==> src/rtl/burst_line_buffer.sv <==
// burst_line_buffer
//   Bridge between the L2 downstream port (whole-line requests) and the burst
//   memory interface (BEAT_BITS beats). Writes are posted into a small FIFO
//   write-back buffer and drained in bursts when the L2 side is quiet or
//   the buffer is full. Reads that hit a buffered line are forwarded from the
//   buffer. Writes to an already buffered line are coalesced into that entry.
//   Read beats are accepted only while a read burst is outstanding and only
//   when their address tag matches the request.
//
// Ports
//   clk, rst                 clock, asynchronous active-low reset
//   l2_addr/read/write/wdata L2 request, held until l2_resp
//   l2_rdata, l2_resp        read line and one-cycle completion pulse
//   bmem_addr/read           line-aligned request address, read request
//   bmem_write/wdata         write beat valid and data
//   bmem_ready               memory accepts request/beat this cycle
//   bmem_raddr/rdata/rvalid  returning read beat with its address tag
module burst_line_buffer #(
  parameter int ADDR_BITS = 32,
  parameter int LINE_BITS = 256,
  parameter int BEAT_BITS = 64,
  parameter int WB_DEPTH  = 2
) (
  input  logic                 clk,
  input  logic                 rst,
  input  logic [ADDR_BITS-1:0] l2_addr,
  input  logic                 l2_read,
  input  logic                 l2_write,
  input  logic [LINE_BITS-1:0] l2_wdata,
  output logic [LINE_BITS-1:0] l2_rdata,
  output logic                 l2_resp,
  output logic [ADDR_BITS-1:0] bmem_addr,
  output logic                 bmem_read,
  output logic                 bmem_write,
  output logic [BEAT_BITS-1:0] bmem_wdata,
  input  logic                 bmem_ready,
  input  logic [ADDR_BITS-1:0] bmem_raddr,
  input  logic [BEAT_BITS-1:0] bmem_rdata,
  input  logic                 bmem_rvalid
);

  localparam int BEATS = LINE_BITS / BEAT_BITS;
  localparam int OFF   = $clog2(LINE_BITS / 8);
  localparam int BW    = $clog2(BEATS);
  localparam int PW    = (WB_DEPTH > 1) ? $clog2(WB_DEPTH) : 1;
  localparam int CW    = $clog2(WB_DEPTH + 1);

  localparam logic [ADDR_BITS-1:0] AMASK     = {ADDR_BITS{1'b1}} << OFF;
  localparam logic [BW-1:0]        LAST_BEAT = BW'(BEATS - 1);
  localparam logic [CW-1:0]        FULL_CNT  = CW'(WB_DEPTH);

  typedef enum logic [2:0] {IDLE, RD_REQ, RD_DATA, WR_BURST, RESP} state_t;

  state_t state, state_nxt;

  logic [ADDR_BITS-1:0] req_addr;
  logic [BW-1:0]        beat, beat_inc;

  logic [WB_DEPTH-1:0]                wb_vld;
  logic [WB_DEPTH-1:0][ADDR_BITS-1:0] wb_addr;
  logic [WB_DEPTH-1:0][LINE_BITS-1:0] wb_data;
  logic [PW-1:0]                      head, tail;
  logic [CW-1:0]                      wb_count;

  logic [ADDR_BITS-1:0] l2_aligned;
  logic [WB_DEPTH-1:0]  hit_vec, coal_vec;
  logic [PW-1:0]        hit_idx, coal_idx;
  logic                 any_hit, any_coal, wb_full, raddr_match;

  logic take_hit, take_miss, take_coal, take_alloc, rd_beat, wr_beat;

  function automatic logic [PW-1:0] ptr_inc(input logic [PW-1:0] p);
    return (p == PW'(WB_DEPTH - 1)) ? '0 : p + 1'b1;
  endfunction

  assign l2_aligned  = l2_addr & AMASK;
  assign raddr_match = (bmem_raddr & AMASK) == req_addr;
  assign wb_full     = wb_count == FULL_CNT;
  assign beat_inc    = (beat == LAST_BEAT) ? '0 : beat + 1'b1;

  // Per-entry address compare. The head entry is excluded from coalescing
  // while it is being burst out, since its beats are already on the bus.
  for (genvar i = 0; i < WB_DEPTH; i++) begin : g_cmp
    assign hit_vec[i]  = wb_vld[i] && (wb_addr[i] == l2_aligned);
    assign coal_vec[i] = hit_vec[i] && !(state == WR_BURST && head == PW'(i));
  end

  assign any_hit  = |hit_vec;
  assign any_coal = |coal_vec;

  always_comb begin
    hit_idx  = '0;
    coal_idx = '0;
    for (int i = WB_DEPTH - 1; i >= 0; i--) begin
      if (hit_vec[i])  hit_idx  = PW'(i);
      if (coal_vec[i]) coal_idx = PW'(i);
    end
  end

  // Next state and one-cycle action strobes
  always_comb begin
    state_nxt  = state;
    take_hit   = 1'b0;
    take_miss  = 1'b0;
    take_coal  = 1'b0;
    take_alloc = 1'b0;
    rd_beat    = 1'b0;
    wr_beat    = 1'b0;
    case (state)
      IDLE: begin
        if (l2_read) begin
          if (any_hit) begin
            take_hit  = 1'b1;
            state_nxt = RESP;
          end else begin
            // Miss already proved no buffered copy, so it may pass the writes
            take_miss = 1'b1;
            state_nxt = RD_REQ;
          end
        end else if (l2_write) begin
          if (any_coal) begin
            take_coal = 1'b1;
            state_nxt = RESP;
          end else if (!wb_full) begin
            take_alloc = 1'b1;
            state_nxt  = RESP;
          end else begin
            // Full: free the head first, the held write is retaken in IDLE
            state_nxt = WR_BURST;
          end
        end else if (wb_count != '0) begin
          state_nxt = WR_BURST;
        end
      end
      RD_REQ: if (bmem_ready) state_nxt = RD_DATA;
      RD_DATA: begin
        if (bmem_rvalid && raddr_match) begin
          rd_beat = 1'b1;
          if (beat == LAST_BEAT) state_nxt = RESP;
        end
      end
      WR_BURST: begin
        if (bmem_ready) begin
          wr_beat = 1'b1;
          if (beat == LAST_BEAT) state_nxt = IDLE;
        end
      end
      RESP:    state_nxt = IDLE;
      default: state_nxt = IDLE;
    endcase
  end

  always_ff @(posedge clk or negedge rst) begin
    if (!rst) begin
      state    <= IDLE;
      req_addr <= '0;
      beat     <= '0;
      l2_resp  <= 1'b0;
      l2_rdata <= '0;
      wb_vld   <= '0;
      wb_addr  <= '0;
      wb_data  <= '0;
      head     <= '0;
      tail     <= '0;
      wb_count <= '0;
    end else begin
      state   <= state_nxt;
      l2_resp <= state_nxt == RESP;
      if (take_miss) begin
        req_addr <= l2_aligned;
        beat     <= '0;
      end
      if (take_hit) l2_rdata <= wb_data[hit_idx];
      if (rd_beat) begin
        l2_rdata[beat*BEAT_BITS +: BEAT_BITS] <= bmem_rdata;
        beat <= beat_inc;
      end
      if (take_coal) wb_data[coal_idx] <= l2_wdata;
      if (take_alloc) begin
        wb_vld[tail]  <= 1'b1;
        wb_addr[tail] <= l2_aligned;
        wb_data[tail] <= l2_wdata;
        tail          <= ptr_inc(tail);
        wb_count      <= wb_count + 1'b1;
      end
      if (wr_beat) begin
        beat <= beat_inc;
        if (beat == LAST_BEAT) begin
          wb_vld[head] <= 1'b0;
          head         <= ptr_inc(head);
          wb_count     <= wb_count - 1'b1;
        end
      end
    end
  end

  assign bmem_read  = state == RD_REQ;
  assign bmem_write = state == WR_BURST;
  assign bmem_addr  = (state == RD_REQ)   ? req_addr :
                      (state == WR_BURST) ? wb_addr[head] : '0;
  assign bmem_wdata = (state == WR_BURST) ? wb_data[head][beat*BEAT_BITS +: BEAT_BITS] : '0;

  // Simultaneous read and write from L2 is a protocol error
  a_no_rd_wr: assert property (@(posedge clk) disable iff (!rst)
    !(state == IDLE && l2_read && l2_write));

endmodule

==> config.mk <==
export PLATFORM = sky130hd
export DESIGN_NAME = burst_line_buffer
export DESIGN_NICKNAME = d
export VERILOG_FILES = /design/src/rtl/burst_line_buffer.sv
export SDC_FILE = /design/constraint.sdc
export NUM_CORES = 2
export LEC_CHECK = 0
export ABC_CLOCK_PERIOD_IN_PS = 3900
export CAP_MARGIN = 20
export CORE_AREA = 2 2 287 289
export DETAILED_ROUTE_END_ITERATION = 6
export DIE_AREA = 0 0 289 291
export PLACE_DENSITY = 0.78
export SYNTH_ARGS = -nofsm -noshare
export SYNTH_HDL_FRONTEND = slang
export SYNTH_SLANG_ARGS = --single-unit
==> constraint.sdc <==
create_clock -name clk -period 3.9 [get_ports clk]
set_clock_uncertainty 0.15 [all_clocks]
set_input_delay 0.39 -clock clk [delete_from_list [all_inputs] [get_ports clk]]
set_output_delay 0.39 -clock clk [all_outputs]
set_load 0.005 [all_outputs]
Yosys cells after proc, flatten, opt, wreduce, memory -nomap -nowiden
Cells that the tools add are included.

$add $sub $neg: 6. Magnitude comparators: 7. Eq/ne operators: 9. Shifts and indexed selects: 3. Muxes and demuxes: 74. Bitwise logic cells: 4. Reductions and logical operators: 18.

Operators by type and width (number): $mux 256 (8); $bwmux 512 (2); $mux 512 (2); $demux 256 s1 (2); $bwmux 256 (1); $shift 64x34->256 const A (1); $shiftx 256x9->64 (1); $shiftx 64x34->256 (1); $mux 32 (5); $bwmux 64 (1); $eq 32x32->1 (2); $mux 64 (1); $neg 8->34 (1); $mux 3 (11); $demux 32 s1 (1); $eq 27x27->1 (1); $mux 1 (27); $mux 2 (10); $pmux 3 s4 (1); $logic_and 1x1->1 (10); $lt 1x2->1 const B (4); $eq 3x2->1 const B (2); $add 2x1->2 const B (2); $eq 2x2->1 const B (2); other kinds (16) (22).

Register bits: 871. Input port bits: 390.

Longest topological paths before layout
Depth in word-level cells: 14. Depth in mapped cells: 11.

Worst setup path after synthesis
OpenSTA, ideal clock, no wires.

Kind: input -> register. Start point: input l2_addr[17]. End point: register l2_rdata[250]. Library setup time: 0.124 ns. Data arrival time: 2.516 ns. Data required time: 3.626 ns. Path slack: 1.110 ns. Stages on the path: 9. Cells stage by stage: xnor2_1 nand4_1 or4_4 a2111oi_2 buf_4 buf_2 mux2i_1 nor2_1 a211o_1.

Word-level cells in the longest chain between the ends: 9. Elaborated cells between the ends (all ways): 15.

Ends and longest elaborated chain: start, declared (RTL line 26) `input logic [ADDR_BITS-1:0] l2_addr,`; $eq 32x32->1 (RTL line 84) `assign hit_vec[i] = wb_vld[i] && (wb_addr[i] == l2_aligned);`; $logic_and 1x1->1 (RTL line 84); $mux 1 / $reduce_or 2->1 (equally long branches) (RTL line 95, 88); $mux 1 (on tied branches) (RTL line 95, 112); $mux 256 (not written as such) / $mux 1 (equally long branches) (RTL line 173, 111); $mux 256 (not written as such) / $mux 1 (equally long branches) (RTL line 173, 109); $mux 256 (*) (RTL line 173) `if (take_hit) l2_rdata <= wb_data[hit_idx];`; $bwmux 256 (RTL line 175) `l2_rdata[beat*BEAT_BITS +: BEAT_BITS] <= bmem_rdata;`; $mux 256 (*) (RTL line 174) `if (rd_beat) begin`; end signal, assigned (RTL line 173); end signal, assigned by index (RTL line 175); end, declared (RTL line 30) `output logic [LINE_BITS-1:0] l2_rdata,`.

Every way passes the cells marked *; elsewhere a longest branch is shown, timed or not. The select of a mux whose other input is x is not followed. A chain may end at the register's enable or synchronous reset.

Worst setup path in the final report
Start point: register state[0]. End point: output bmem_wdata[3].

Word-level cells in the longest chain between the ends: 2.

Ends and longest elaborated chain: start, declared (RTL line 54) `state_t state, state_nxt;`; start signal, assigned (RTL line 167) `state <= state_nxt;`; $eq 3x2->1 (RTL line 201) `assign bmem_wdata = (state == WR_BURST) ? wb_data[head][beat*BEAT_BITS +: BEAT_BITS] : '0;`; $mux 64 (RTL line 201); end, declared (RTL line 35) `output logic [BEAT_BITS-1:0] bmem_wdata,`.

Every way passes these cells.

==> out/metrics.yaml <==
synthesis:
  ys_top_cells_by_area: "dfrtp_1 51%, mux2_2 9.3%, mux2_4 8.5%"
  synth_seq_cells: 861
  ys_seq_area_share_pct: 50.60
  synthFlopType: "dfrtp_1"
  avgSynthCellArea_um2: 12.85
  async_flop_share_pct: 100.0
  yosys_warnings: 0
  netlist_instances: 3314
  synth_top_cell_by_area: "dfrtp_1"
  synth_cell_types: 57
  synth-edff-count: 0
  synth_top_area_share_pct: 50.60
  netlist_area_um2: 42580
global_routing:
  grt-ovfl-total: 0
  grt_pass1_vias: 33720
  antenna_found_initial: 43
  grt_usage_pct: 35.23
  grt_pass1_wl_um: 220800
  grt_max_degree: 106
power_and_ir_drop:
  power.total_mw: 34.81
  intPower_mw: 23.76
  p_sw_mw: 11.05
  combPwrFrac_pct: 32.8
  leakagePower_nw: 25.82
  power.density_nw_per_um2: 630.0
  p_seq_share_pct: 41.2
  clkPwrFrac_pct: 25.9
  vdd_ir_drop_max_mv: 0.4523
  power_switching_share_pct: 31.75
setup_path:
  critPathMaxFanout: 36
  start_kind: "flop"
  required_ps: 3360
  crit_type: "flop to output port"
  arrival_ps: 3250
  end_kind: "output port"
detailed_routing:
  drt.antenna.violating_nets: 0
  wirelength_um: 150000
  drc_errors: 11
  dr.first_iter.drc_count: 3765
  via_per_inst: 6.376
  vias: 33250
  first_pass_iters: 7
  wl_per_cell_um: 28.76
timing:
  fin_crit_sh_pct: 97.12
  relSlewSlack_pct: 43.96
  setup_viol: 0
  hold_viol_final: 0
  rsz0062_at_grt: "no"
  slew_violations: 0
  achievable-frequency_ghz: 0.2640
  tightestPinTransition_ps: 840.6
  fin_crit_ps: 3788
  final.setup.tns_ps: 0
cts:
  cts.sinks: 861
  cts_buffers: 89
  clkLatencyLatePin_ps: 660
  clk_pin_slew_ps: 60
  htreeDepth: 3
  cts_max_path_buffers: 3
  cts_resized: 0
  tritoncts: "yes"
  cts-root-buf: "clkbuf_16"
place:
  dp_hpwl_um: 101800
  io_buffers: 729
  dp_cells: 5012
  gp_congestion: 0.9323
flow_run:
  max_cap_viol_count: 0
die:
  die-area_um2: 84100
  core_area_um2: 81190
  pin_count: 745
  start_util_pct: 52.45
  dieWidth_um: 289
  std_cell_rows: 105
  chipHeight_um: 291
layout:
  final_cell_mix: "857 x dfrtp_1, 728 x clkdlybuf4s50_1, 353 x mux2_2"
  fin_cells: 5214
  nNetsFinal: 4432
  final_common_cell: "dfrtp_1"
  drive_gt1_share_pct: 25.73
  area_growth_pct: 29.76
status:
  outcome: "finished, violations left"
  violations: "DRC"
min_path:
  hold_path_class: "input port to async pin"
## critical path, cell delays in order (launching register included)
cell and delay (ps):
dfrtp_1 470, nor2b_1 290, nand2_4 430, a21oi_1 780, clkdlybuf4s50_1 630
## Yosys cell counts, types with 6 or more instances
master    count
dfrtp_1     861
and3_1      131
buf_1        28
a22oi_1      67
nand2_1     336
nor4_1       15
mux4_2      128
buf_4         6
nor2_1      160
nand3_1     136
xnor2_1      58
a222oi_1     64
mux2_4      240
a211o_1     128
buf_2        51
xor2_1       27
buf_6        27
a211oi_1     27
clkbuf_1    152
inv_1        12
ha_1          8
mux2i_1     155
mux2_2      353
nand4_1      25
a21oi_1      67
## stage by stage
step	setup slack, ps	cell area, um^2	utilization [%]	hold slack [ps]
floorplan	1110	42600	-	-55.59
global placement	141.2	52020	64.07	309.8
detailed placement	87.96	52020	64.07	317.1
CTS	99.96	55160	67.94	169.9
global route	22.79	55250	68.05	180.8
finish	112.2	55250	68.05	146.8
## per-layer routing
| layer | track usage [%] | part of all wire [%] |
|---|---|---|
| met1 | 46.91 | 38 |
| met2 | 54.20 | 47 |
| met3 | 7.061 | 9.2 |
| met4 | 19.46 | 5.9 |
| met5 | 0 | 0.063 |
## registers in the layout (all words and copies together), names as in the netlist
| register | count |
|---|---|
| wb_addr | 54 |
| tail | 1 |
| beat | 2 |
| req_addr | 27 |
| wb_count | 2 |
| head | 1 |
| l2_resp | 1 |
| l2_rdata | 256 |
| state | 3 |
| wb_data | 512 |
| wb_vld | 2 |
## power by group through the flow
stage | Sequential (mW) | Clock, mW | Combinational (mW)
floorplan | 13.4 | 0 | 7.78
global placement | 14.1 | 0 | 11.0
detailed placement | 14.3 | 0 | 11.3
CTS | 14.2 | 9.11 | 11.4
global route | 14.6 | 9.47 | 12.1
finish | 14.3 | 9.03 | 11.4
## layout make-up
class | instances | area (um^2)
fillers | 5823 | 25940
flip-flops and latches | 861 | 21560
multi-input cells | 2181 | 19830
repair buffers | 889 | 9256
clock buffers | 127 | 2611
well taps | 1070 | 1339
clock inverters | 38 | 524.3
diodes | 36 | 90.09
inverters | 12 | 46.29
## cells by family after synthesis
kind of cell / after synthesis / share of synthesized area, %
AND/OR/NAND/NOR: 834 / 9.091
multiplexers: 876 / 28.21
adder cells (fa/ha/maj): 8 / 0.2351
AO/OA/AOI/OAI: 373 / 6.993
buffers and inverters: 276 / 3.112
flip-flops: 861 / 50.60
XOR/XNOR: 85 / 1.748
other: 1 / 0.008807
## what timing repair did
item | in CTS | in global routing
hold endpoints to repair | 61 | 0
setup endpoints to repair | 0 | 0
hold buffers | 1 | 0
buffers inserted | 0 | 0
## final timing paths
path / startpoint / endpoint / cells after the start / slack, ps
setup / recovery: state[0]$_DFF_PN0_ / bmem_wdata[3] / 4 / 110
hold / removal: rst / wb_data[199]$_DFF_PN0_ / 2 / 150
setup reg to reg: wb_addr[48]$_DFFE_PN0P_ / l2_rdata[106]$_DFF_PN0_ / 9 / 560
hold reg to reg: wb_count[0]$_DFF_PN0_ / wb_count[0]$_DFF_PN0_ / 1 / 320
max in group asynchronous: rst / wb_data[110]$_DFF_PN0_ / 3 / 2230
min in group clk: l2_wdata[158] / wb_data[414]$_DFF_PN0_ / 2 / 200
No activity file was read; power rests on OpenSTA's default activity.
==> patch: new RTL, config.mk and constraints unchanged <==
Make the reset (`rst`) synchronous in one clocked block. Comments in the files are not updated.
--- a/src/rtl/burst_line_buffer.sv
+++ b/src/rtl/burst_line_buffer.sv
@@ -152,3 +152,3 @@
 
-  always_ff @(posedge clk or negedge rst) begin
+  always_ff @(posedge clk) begin
     if (!rst) begin
Check against the original RTL: not settled (the Yosys comparison gave no result); the edit may change what the design does.
==> patch against the unedited design <==
Wire length fell by 2.1%; sequential cell count is the same; final cell count increased by 13%; global-route usage fell by 1.8 points; count of clock-buffer cells in the layout is 9 higher; sequential share of layout area fell by 4.6 points; area after synthesis is 9.0% lower; final area is 9.3% lower; core utilization down 6.3 points; setup slack better by 0.016 ns; largest cell class is now multi-input combinational cells.
Power is not compared: it rests on default switching activity, and its combinational part moved more than twofold at a synthesized area within 25%.
==> patch: results (changes against the unedited design) <==
metric	value	unit	change
min_path_type	in2reg		
track_usage	33.5	%	-1.8 points
gr-usage-met2	52.9	%	-1.3 points
yosysSeqAreaShare	44.5	%	-6.1 points
reg2reg_slack	0.79	ns	+0.23 ns
gp_congestion	0.927		-0.53%
use_met1	41.3	%	-5.6 points
grt_pass1_vias	35200		+4.4%
dominant_cells	multi-input combinational cells		
buffers	860		-3.3%
insertion_delay	0.64	ns	-0.02 ns
wl_met2	68200	um	-3.0%
ys_types	66		+16%
cts_buffers	91		+2.2%
r2r_start	wb_addr[41]		
grt_pass1_wl	216000	um	-2.0%
place_area	47000	um2	-9.6%
finalNonFillerCells	5889		+13%
worst-path-max-fanout	37		+2.8%
async_flop_share	0	%	-100 points
layout-drive-gt1-share	9.89	%	-16 points
use_met3	7.35	%	+0.29 points
synth_common_cells	861 x dfxtp_1, 600 x nand3_1, 589 x nand2_1, 333 x o21ai_0, 253 x o21ai_1		
wire_per_inst	24.9	um	-13%
worst_pin_slew	1.01	ns	+0.174 ns
dpl.hpwl	98600	um	-3.2%
synthMuxAreaShare	10.5	%	-18 points
num-multi-input-gates	2910		+33%
grt_max_degree	243		+130%
post-cts-setup-buffer-count	0		unchanged
n_antenna_cell	17		-53%
critPathArrivalTime	3.23	ns	-0.02 ns
num-nets-final	5136		+16%
yosys.area_share.adder	0.258	%	+0.023 points
inv_count	14		+2
cp_top_family	buffers and inverters		
slowest_stage	dfxtp_4		
whs	0.124	ns	-0.0232 ns
seqCellArea	17200	um2	-20%
final-clk-cell-share	6.05	%	+0.37 points
slowest_delay	0.84	ns	+0.06 ns
crit_start	beat[0]		
clkbuf_count	136		+7.1%
route.met3.wl	14800	um	+6.6%
hold_depth	2		
synth_area_per_cell	9.22	um2	-28%
multiInputGateArea	19500	um2	-1.8%
drt-vias-per-instance	6.26		-1.8%
crit_path_end	bmem_wdata[37]		
outcome	finished clean		
antenna_found_initial	30		-30%
nonClkBufAreaFrac	17.8	%	+1.1 points
initialDrtViolationCount	4317		+15%
nFillCells	6755		+16%
-- patch: cell families (layout without fill, tap and decap cells) --
group | Yosys count | in the layout
adder cells (fa/ha/maj) | 8 | 8
XOR/XNOR | 82 | 82
AO/OA/AOI/OAI | 1033 | 1033
flip-flops | 861 | 861
buffers and inverters | 435 | 1031
AND/OR/NAND/NOR | 1536 | 1536
other | 1 | 22
multiplexers | 246 | 246
-- patch: per-stage QoR --
stage                     setup WS [ns]  total power, W  util, %
after floorplan                    1.38          0.0105        -
after global placement            0.258          0.0113     57.9
after detailed placement          0.260          0.0114     57.9
after CTS                         0.195          0.0201     61.7
after global routing             0.0853          0.0206     61.7
final                             0.129          0.0201     61.7
-- patch: worst register-to-register path, stage by stage, from the launching register on --
cell and delay (ns):
dfxtp_1 0.33, xnor2_1 0.28, nand4_1 0.15, nor4_1 0.51
nand2_1 0.18, nor3b_2 0.43, buf_12 0.35, buf_4 0.42
a22o_1 0.16, a221o_1 0.11
